`config.mk`:
```
export PLATFORM = sky130hd
export DESIGN_NAME = vec_mem_sequencer_flat
export DESIGN_NICKNAME = d
export VERILOG_FILES = /design/src/rtl/vec_mem_sequencer_if.sv /design/src/rtl/vec_mem_sequencer.sv /design/src/flat_wrapper.sv
export SDC_FILE = /design/constraint.sdc
export NUM_CORES = 1
export LEC_CHECK = 0
export ABC_AREA = 1
export BUFFER_PORTS_ARGS = -buffer_cell sky130_fd_sc_hd__buf_2
export CAP_MARGIN = 40
export CORE_MARGIN = 2
export CORE_UTILIZATION = 57
export DETAILED_ROUTE_END_ITERATION = 10
export PLACE_DENSITY = 0.86
export SYNTH_ARGS = -nofsm -noshare
export SYNTH_HDL_FRONTEND = slang
export SYNTH_SLANG_ARGS = --single-unit
```
`constraint.sdc`:
```
create_clock -name clk -period 4.9 [get_ports clk]
set_input_delay 0.245 -clock clk [delete_from_list [all_inputs] [get_ports clk]]
set_output_delay 0.245 -clock clk [all_outputs]
set_load 0.1 [all_outputs]
```
`src/rtl/vec_mem_sequencer_if.sv`:
```
// Handshake/bus bundle between the vector sequencer and its environment.
// Optional VSEQ_SCALAR_B_EN adds the scalar_b (broadcast B operand) request line.
interface vec_mem_sequencer_if #(
    parameter int unsigned DATA_W = 16,
    parameter int unsigned LEN_W  = 8
);
    logic              start;
    logic [DATA_W-1:0] src_a_base;
    logic [DATA_W-1:0] src_b_base;
    logic [DATA_W-1:0] dst_base;
    logic [LEN_W-1:0]  vlen;
`ifdef VSEQ_SCALAR_B_EN
    logic              scalar_b;
`endif
    logic              busy;
    logic              done;
    logic [1:0]        addr_sel;
    logic [DATA_W-1:0] ptr_a;
    logic [DATA_W-1:0] ptr_b;
    logic [DATA_W-1:0] ptr_d;
    logic              ld_a;
    logic              ld_b;
    logic              mem_we;
    logic [LEN_W-1:0]  elem_idx;

    modport master (
`ifdef VSEQ_SCALAR_B_EN
        output scalar_b,
`endif
        output start, src_a_base, src_b_base, dst_base, vlen,
        input  busy, done, addr_sel, ptr_a, ptr_b, ptr_d,
        input  ld_a, ld_b, mem_we, elem_idx
    );

    modport slave (
`ifdef VSEQ_SCALAR_B_EN
        input  scalar_b,
`endif
        input  start, src_a_base, src_b_base, dst_base, vlen,
        output busy, done, addr_sel, ptr_a, ptr_b, ptr_d,
        output ld_a, ld_b, mem_we, elem_idx
    );
endinterface

```
`src/rtl/vec_mem_sequencer.sv`:
```
// Memory-to-memory vector op sequencer: RD_A, RD_B, WAIT_B, WR per element.
// Optional VSEQ_SCALAR_B_EN: scalar_b sampled with start freezes ptr_b (B broadcast).
module vec_mem_sequencer #(
    parameter int unsigned DATA_W = 16,
    parameter int unsigned LEN_W  = 8
) (
    input logic                  clk,
    input logic                  reset,
    vec_mem_sequencer_if.slave   bus
);
    localparam int unsigned FLAG_W = 7;

    typedef enum logic [2:0] {
        IDLE   = 3'd0,
        RD_A   = 3'd1,
        RD_B   = 3'd2,
        WAIT_B = 3'd3,
        WR     = 3'd4,
        DONE   = 3'd5
    } state_t;

    state_t            state;
    logic [DATA_W-1:0] ptr_a_q;
    logic [DATA_W-1:0] ptr_b_q;
    logic [DATA_W-1:0] ptr_d_q;
    logic [LEN_W-1:0]  vlen_q;
    logic [LEN_W-1:0]  idx_q;
    logic              scalar_q;
    logic              busy_q;
    logic              done_q;
    logic [1:0]        sel_q;
    logic              ld_a_q;
    logic              ld_b_q;
    logic              we_q;

    // Output flags of the state being entered: {busy, done, addr_sel, ld_a, ld_b, mem_we}
    function automatic logic [FLAG_W-1:0] decode(state_t s);
        logic [FLAG_W-1:0] f;
        f = '0;
        case (s)
            RD_A:    f = 7'b1_0_01_0_0_0;
            RD_B:    f = 7'b1_0_10_1_0_0;
            WAIT_B:  f = 7'b1_0_10_0_1_0;
            WR:      f = 7'b1_0_11_0_0_1;
            DONE:    f = 7'b1_1_00_0_0_0;
            default: f = '0;
        endcase
        return f;
    endfunction

    always_ff @(posedge clk) begin
        if (reset) begin
            state    <= IDLE;
            ptr_a_q  <= '0;
            ptr_b_q  <= '0;
            ptr_d_q  <= '0;
            vlen_q   <= '0;
            idx_q    <= '0;
            scalar_q <= 1'b0;
            {busy_q, done_q, sel_q, ld_a_q, ld_b_q, we_q} <= decode(IDLE);
        end else begin
            case (state)
                IDLE: begin
                    if (bus.start) begin
                        ptr_a_q <= bus.src_a_base;
                        ptr_b_q <= bus.src_b_base;
                        ptr_d_q <= bus.dst_base;
                        vlen_q  <= bus.vlen;
                        idx_q   <= '0;
`ifdef VSEQ_SCALAR_B_EN
                        scalar_q <= bus.scalar_b;
`else
                        scalar_q <= 1'b0;
`endif
                        if (bus.vlen != '0) begin
                            state <= RD_A;
                            {busy_q, done_q, sel_q, ld_a_q, ld_b_q, we_q} <= decode(RD_A);
                        end else begin
                            state <= DONE;
                            {busy_q, done_q, sel_q, ld_a_q, ld_b_q, we_q} <= decode(DONE);
                        end
                    end
                end
                RD_A: begin
                    state <= RD_B;
                    {busy_q, done_q, sel_q, ld_a_q, ld_b_q, we_q} <= decode(RD_B);
                end
                RD_B: begin
                    state <= WAIT_B;
                    {busy_q, done_q, sel_q, ld_a_q, ld_b_q, we_q} <= decode(WAIT_B);
                end
                WAIT_B: begin
                    state <= WR;
                    {busy_q, done_q, sel_q, ld_a_q, ld_b_q, we_q} <= decode(WR);
                end
                WR: begin
                    // Pointers advance on every element exit, wrapping at 2^DATA_W
                    ptr_a_q <= ptr_a_q + DATA_W'(1);
                    ptr_d_q <= ptr_d_q + DATA_W'(1);
                    if (!scalar_q) begin
                        ptr_b_q <= ptr_b_q + DATA_W'(1);
                    end
                    if (idx_q == vlen_q - LEN_W'(1)) begin
                        state <= DONE;
                        {busy_q, done_q, sel_q, ld_a_q, ld_b_q, we_q} <= decode(DONE);
                    end else begin
                        idx_q <= idx_q + LEN_W'(1);
                        state <= RD_A;
                        {busy_q, done_q, sel_q, ld_a_q, ld_b_q, we_q} <= decode(RD_A);
                    end
                end
                DONE: begin
                    state <= IDLE;
                    {busy_q, done_q, sel_q, ld_a_q, ld_b_q, we_q} <= decode(IDLE);
                end
                default: begin
                    state <= IDLE;
                    {busy_q, done_q, sel_q, ld_a_q, ld_b_q, we_q} <= decode(IDLE);
                end
            endcase
        end
    end

    assign bus.busy     = busy_q;
    assign bus.done     = done_q;
    assign bus.addr_sel = sel_q;
    assign bus.ptr_a    = ptr_a_q;
    assign bus.ptr_b    = ptr_b_q;
    assign bus.ptr_d    = ptr_d_q;
    assign bus.ld_a     = ld_a_q;
    assign bus.ld_b     = ld_b_q;
    assign bus.mem_we   = we_q;
    assign bus.elem_idx = idx_q;
endmodule

```
`src/flat_wrapper.sv`:
```
// flat-port wrapper written by rule: the top's interface ports become plain ports
module vec_mem_sequencer_flat 
#(
    parameter int unsigned DATA_W = 16,
    parameter int unsigned LEN_W  = 8
)
  (clk, reset, bus_start, bus_src_a_base, bus_src_b_base, bus_dst_base, bus_vlen, bus_busy, bus_done, bus_addr_sel, bus_ptr_a, bus_ptr_b, bus_ptr_d, bus_ld_a, bus_ld_b, bus_mem_we, bus_elem_idx);
  vec_mem_sequencer_if #(.DATA_W(DATA_W), .LEN_W(LEN_W)) bus_i ();
  input logic clk;
  input logic reset;
  input wire logic [$bits(bus_i.start)-1:0] bus_start;
  input wire logic [$bits(bus_i.src_a_base)-1:0] bus_src_a_base;
  input wire logic [$bits(bus_i.src_b_base)-1:0] bus_src_b_base;
  input wire logic [$bits(bus_i.dst_base)-1:0] bus_dst_base;
  input wire logic [$bits(bus_i.vlen)-1:0] bus_vlen;
  output wire logic [$bits(bus_i.busy)-1:0] bus_busy;
  output wire logic [$bits(bus_i.done)-1:0] bus_done;
  output wire logic [$bits(bus_i.addr_sel)-1:0] bus_addr_sel;
  output wire logic [$bits(bus_i.ptr_a)-1:0] bus_ptr_a;
  output wire logic [$bits(bus_i.ptr_b)-1:0] bus_ptr_b;
  output wire logic [$bits(bus_i.ptr_d)-1:0] bus_ptr_d;
  output wire logic [$bits(bus_i.ld_a)-1:0] bus_ld_a;
  output wire logic [$bits(bus_i.ld_b)-1:0] bus_ld_b;
  output wire logic [$bits(bus_i.mem_we)-1:0] bus_mem_we;
  output wire logic [$bits(bus_i.elem_idx)-1:0] bus_elem_idx;
  assign bus_i.start = bus_start;
  assign bus_i.src_a_base = bus_src_a_base;
  assign bus_i.src_b_base = bus_src_b_base;
  assign bus_i.dst_base = bus_dst_base;
  assign bus_i.vlen = bus_vlen;
  assign bus_busy = bus_i.busy;
  assign bus_done = bus_i.done;
  assign bus_addr_sel = bus_i.addr_sel;
  assign bus_ptr_a = bus_i.ptr_a;
  assign bus_ptr_b = bus_i.ptr_b;
  assign bus_ptr_d = bus_i.ptr_d;
  assign bus_ld_a = bus_i.ld_a;
  assign bus_ld_b = bus_i.ld_b;
  assign bus_mem_we = bus_i.mem_we;
  assign bus_elem_idx = bus_i.elem_idx;
  vec_mem_sequencer #(.DATA_W(DATA_W), .LEN_W(LEN_W)) u_core (.clk(clk), .reset(reset), .bus(bus_i));
endmodule
```
==> results.cfg <==
[run_status]
status = completed

[global_routing]
grt.total_usage_pct = 28.7
antenna_found_initial = 0
overflow = 0
grt_first_pass_wirelength_um = 19900
grt_max_degree = 62
grt_pass1_vias = 4461

[critical_path]
arrival_ns = 2.83
worstPathRequired_ns = 5.19
endpoint_kind = register
path_max_fanout = 61
crit_type = reg2reg
reg2reg_from = u_core.state[0]$_SDFFE_PP0P_
rr_worst_depth = 7
cp-start-kind = register
worst_r2r_endpoint = u_core.bus.ptr_b[8]$_SDFFE_PP0P_
ff2ff_setup_slack_ns = 2.35

[clock_network]
clockBufferDepth = 2
htreeDepth = 3
cts_sinks = 74
ctsHoldBuffers = 0
ctsResizeCount = 0
cts_root_buf = clkbuf_8
path_clk_slew_ns = 0.08
cts_setup_buffers = 0
cts_tree = done
cts_buffers = 9
insertion_delay_ns = 0.35

[synthesis]
synth_edf_count = 0
synth_warnings = 0
yosysMostFrequentCell = nand2_1
yosys.area.top_type = dfxtp_1
synthCells = 642
syn-num-nets = 706
synthFlopType = dfxtp_1
async_flop_share_pct = 0
synth_cell_type_count = 44
ys_seq_area_share_pct = 34.2
synthTopCellsByCount = nand2_1 (147), dfxtp_1 (74), nor2_1 (65)
yosys-top-cells-area = dfxtp_1 (34%), nand2_1 (13%), nor2_1 (5.6%), a21oi_1 (5.4%), o21ai_0 (5.4%)
synth_top_area_share_pct = 34.2
yosys_register_bits = 74
avgSynthCellArea_um2 = 6.74
syn-cell-area_mm2 = 0.00433

[floorplanning]
die_x_um = 91.1
fp.dieArea_mm2 = 0.00830
num_rows = 31
start_util_pct = 59.3
core-area_mm2 = 0.00729
ios = 122
die_h_um = 91.1

[routing]
vias_per_cell = 5.62
routed_wl_um = 11900
num_vias = 4790
ant_nets = 0
wire_per_inst_um = 13.9
firstDrtPassIters = 5
drc = 0
drt-initial-drc-count = 289

[power]
power_frac_comb_pct = 32.6
p_switching_w = 0.000790
power_density_mw_per_mm2 = 370
seqPwrFrac_pct = 37.0
peakVddDrop_v = 0.000215
sw_frac_of_total_pct = 41.1
clkPwrFrac_pct = 30.4
p_int_w = 0.00113
p_leak_nw = 2.26

[run]
max_cap_violations = 0

[timing]
timing.final.hold_violations = 0
clock_skew_ns = 0.00548
fin_hold_ws_ns = 0.143
period_needed_ns = 2.55
post-route-period-util_pct = 52.0
tns_ns = 0
maxSlewViolCount = 0
worst_pin_slew_ns = 0.860
fmax_ghz = 0.393
setup_viol = 0
rsz0062_at_grt = false
relSlewSlack_pct = 42.7

[layout]
fill_cells = 599
drive_gt1_share_pct = 22.4
layout.cells.non_filler = 853
num_antenna_cells = 0
area_growth_syn_to_layout_pct = 20.2
nNetsFinal = 814

[place]
routabilityCongestion = 0.875
place_inst = 838
hpwl_um = 8260
port_buffers = 121

[worst_hold_path]
hold_start = bus_src_a_base[3]
hold_depth = 3
hold_end = u_core.bus.ptr_a[3]$_SDFFE_PP0P_
hold_class = in2reg
[state kept, by name, indices dropped and copies added (netlist names)]
name	count
u_core.bus.busy	1
u_core.bus.done	1
u_core.bus.ptr_b	16
u_core.bus.elem_idx	8
u_core.bus.addr_sel	2
u_core.vlen_q	8
u_core.bus.ld_a	1
u_core.bus.mem_we	1
u_core.bus.ptr_d	16
u_core.bus.ld_b	1
u_core.state	3
u_core.bus.ptr_a	16
[worst max path at each step]
stage / from / end / slack (ns) / cells past startpoint
after floorplan: u_core.bus.ptr_d[0]$_SDFFE_PP0P_ / u_core.bus.ptr_d[12]$_SDFFE_PP0P_ / 2.33 / 10
after global placement: u_core.state[0]$_SDFFE_PP0P_ / u_core.bus.ptr_b[12]$_SDFFE_PP0P_ / 2.48 / 8
after detailed placement: u_core.state[0]$_SDFFE_PP0P_ / u_core.bus.ptr_b[12]$_SDFFE_PP0P_ / 2.44 / 8
after CTS: u_core.state[0]$_SDFFE_PP0P_ / u_core.bus.ptr_a[11]$_SDFFE_PP0P_ / 2.40 / 8
after global routing: u_core.state[0]$_SDFFE_PP0P_ / u_core.bus.ptr_b[9]$_SDFFE_PP0P_ / 2.13 / 7
final: u_core.state[0]$_SDFFE_PP0P_ / u_core.bus.ptr_b[8]$_SDFFE_PP0P_ / 2.35 / 7
[worst max-delay path, stage by stage (launching register included)]
cell	delay, ns
dfxtp_1	0.34
nor2_2	0.20
inv_2	0.10
nor2_8	0.65
nor2_8	0.22
inv_2	0.51
o221ai_1	0.25
a21oi_1	0.17
[cells by family after synthesis]
kind of cell	after synthesis	synth area share [%]
fa+ha+maj	5	1.45
buf+inv	94	8.62
flops	74	34.2
compound gates	139	18.6
simple gates	312	33.5
xor+xnor	18	3.64
[through the flow]
stage                     setup slack [ns]  util [%]  power [W]  instance area (um2)
after global placement                2.48      67.8    0.00133                 4940
after detailed placement              2.44      68.0    0.00134                 4960
after CTS                             2.40      71.3    0.00192                 5200
after global routing                  2.13      71.3    0.00199                 5200
final                                 2.35      71.3    0.00192                 5200
after floorplan                       2.33         -    0.00123                 4330
[area by class of cell]
class	instances	area, um2	area share [%]
Multi-Input combinational cell	474	2470	47.5
Clock inverter	5	103	1.97
Sequential cell	74	1480	28.5
Inverter	69	259	4.98
Clock buffer	10	138	2.65
Timing Repair Buffer	122	626	12.0
Tap cell	99	124	2.38
[power groups by stage]
stage,Sequential (W),Combinational [W],Clock [W]
detailed placement,0.000723,0.000622,0
floorplan,0.00100,0.000223,0
global route,0.000718,0.000667,0.000606
finish,0.000712,0.000627,0.000584
CTS,0.000710,0.000626,0.000583
global placement,0.000721,0.000608,0
[per-layer routing]
layer	up-vias	GRT usage [%]	wire (um)
li1	2363	-	-
met1	2185	35.3	5070
met2	211	49.3	5690
met3	31	3.90	842
met4	0	14.3	297
met5	-	0	0
[placed cells by master, fill, tap and decap left out, types with 11 or more instances in the layout]
| cell type | n |
|---|---|
| nor3_1 | 18 |
| a21oi_1 | 47 |
| nand3_1 | 40 |
| o21ai_0 | 47 |
| dfxtp_1 | 74 |
| nand2_1 | 147 |
| buf_2 | 121 |
| xor2_1 | 11 |
| nor2_1 | 65 |
| inv_1 | 60 |
| a31oi_1 | 13 |
Power figures use the tool's default switching activity.
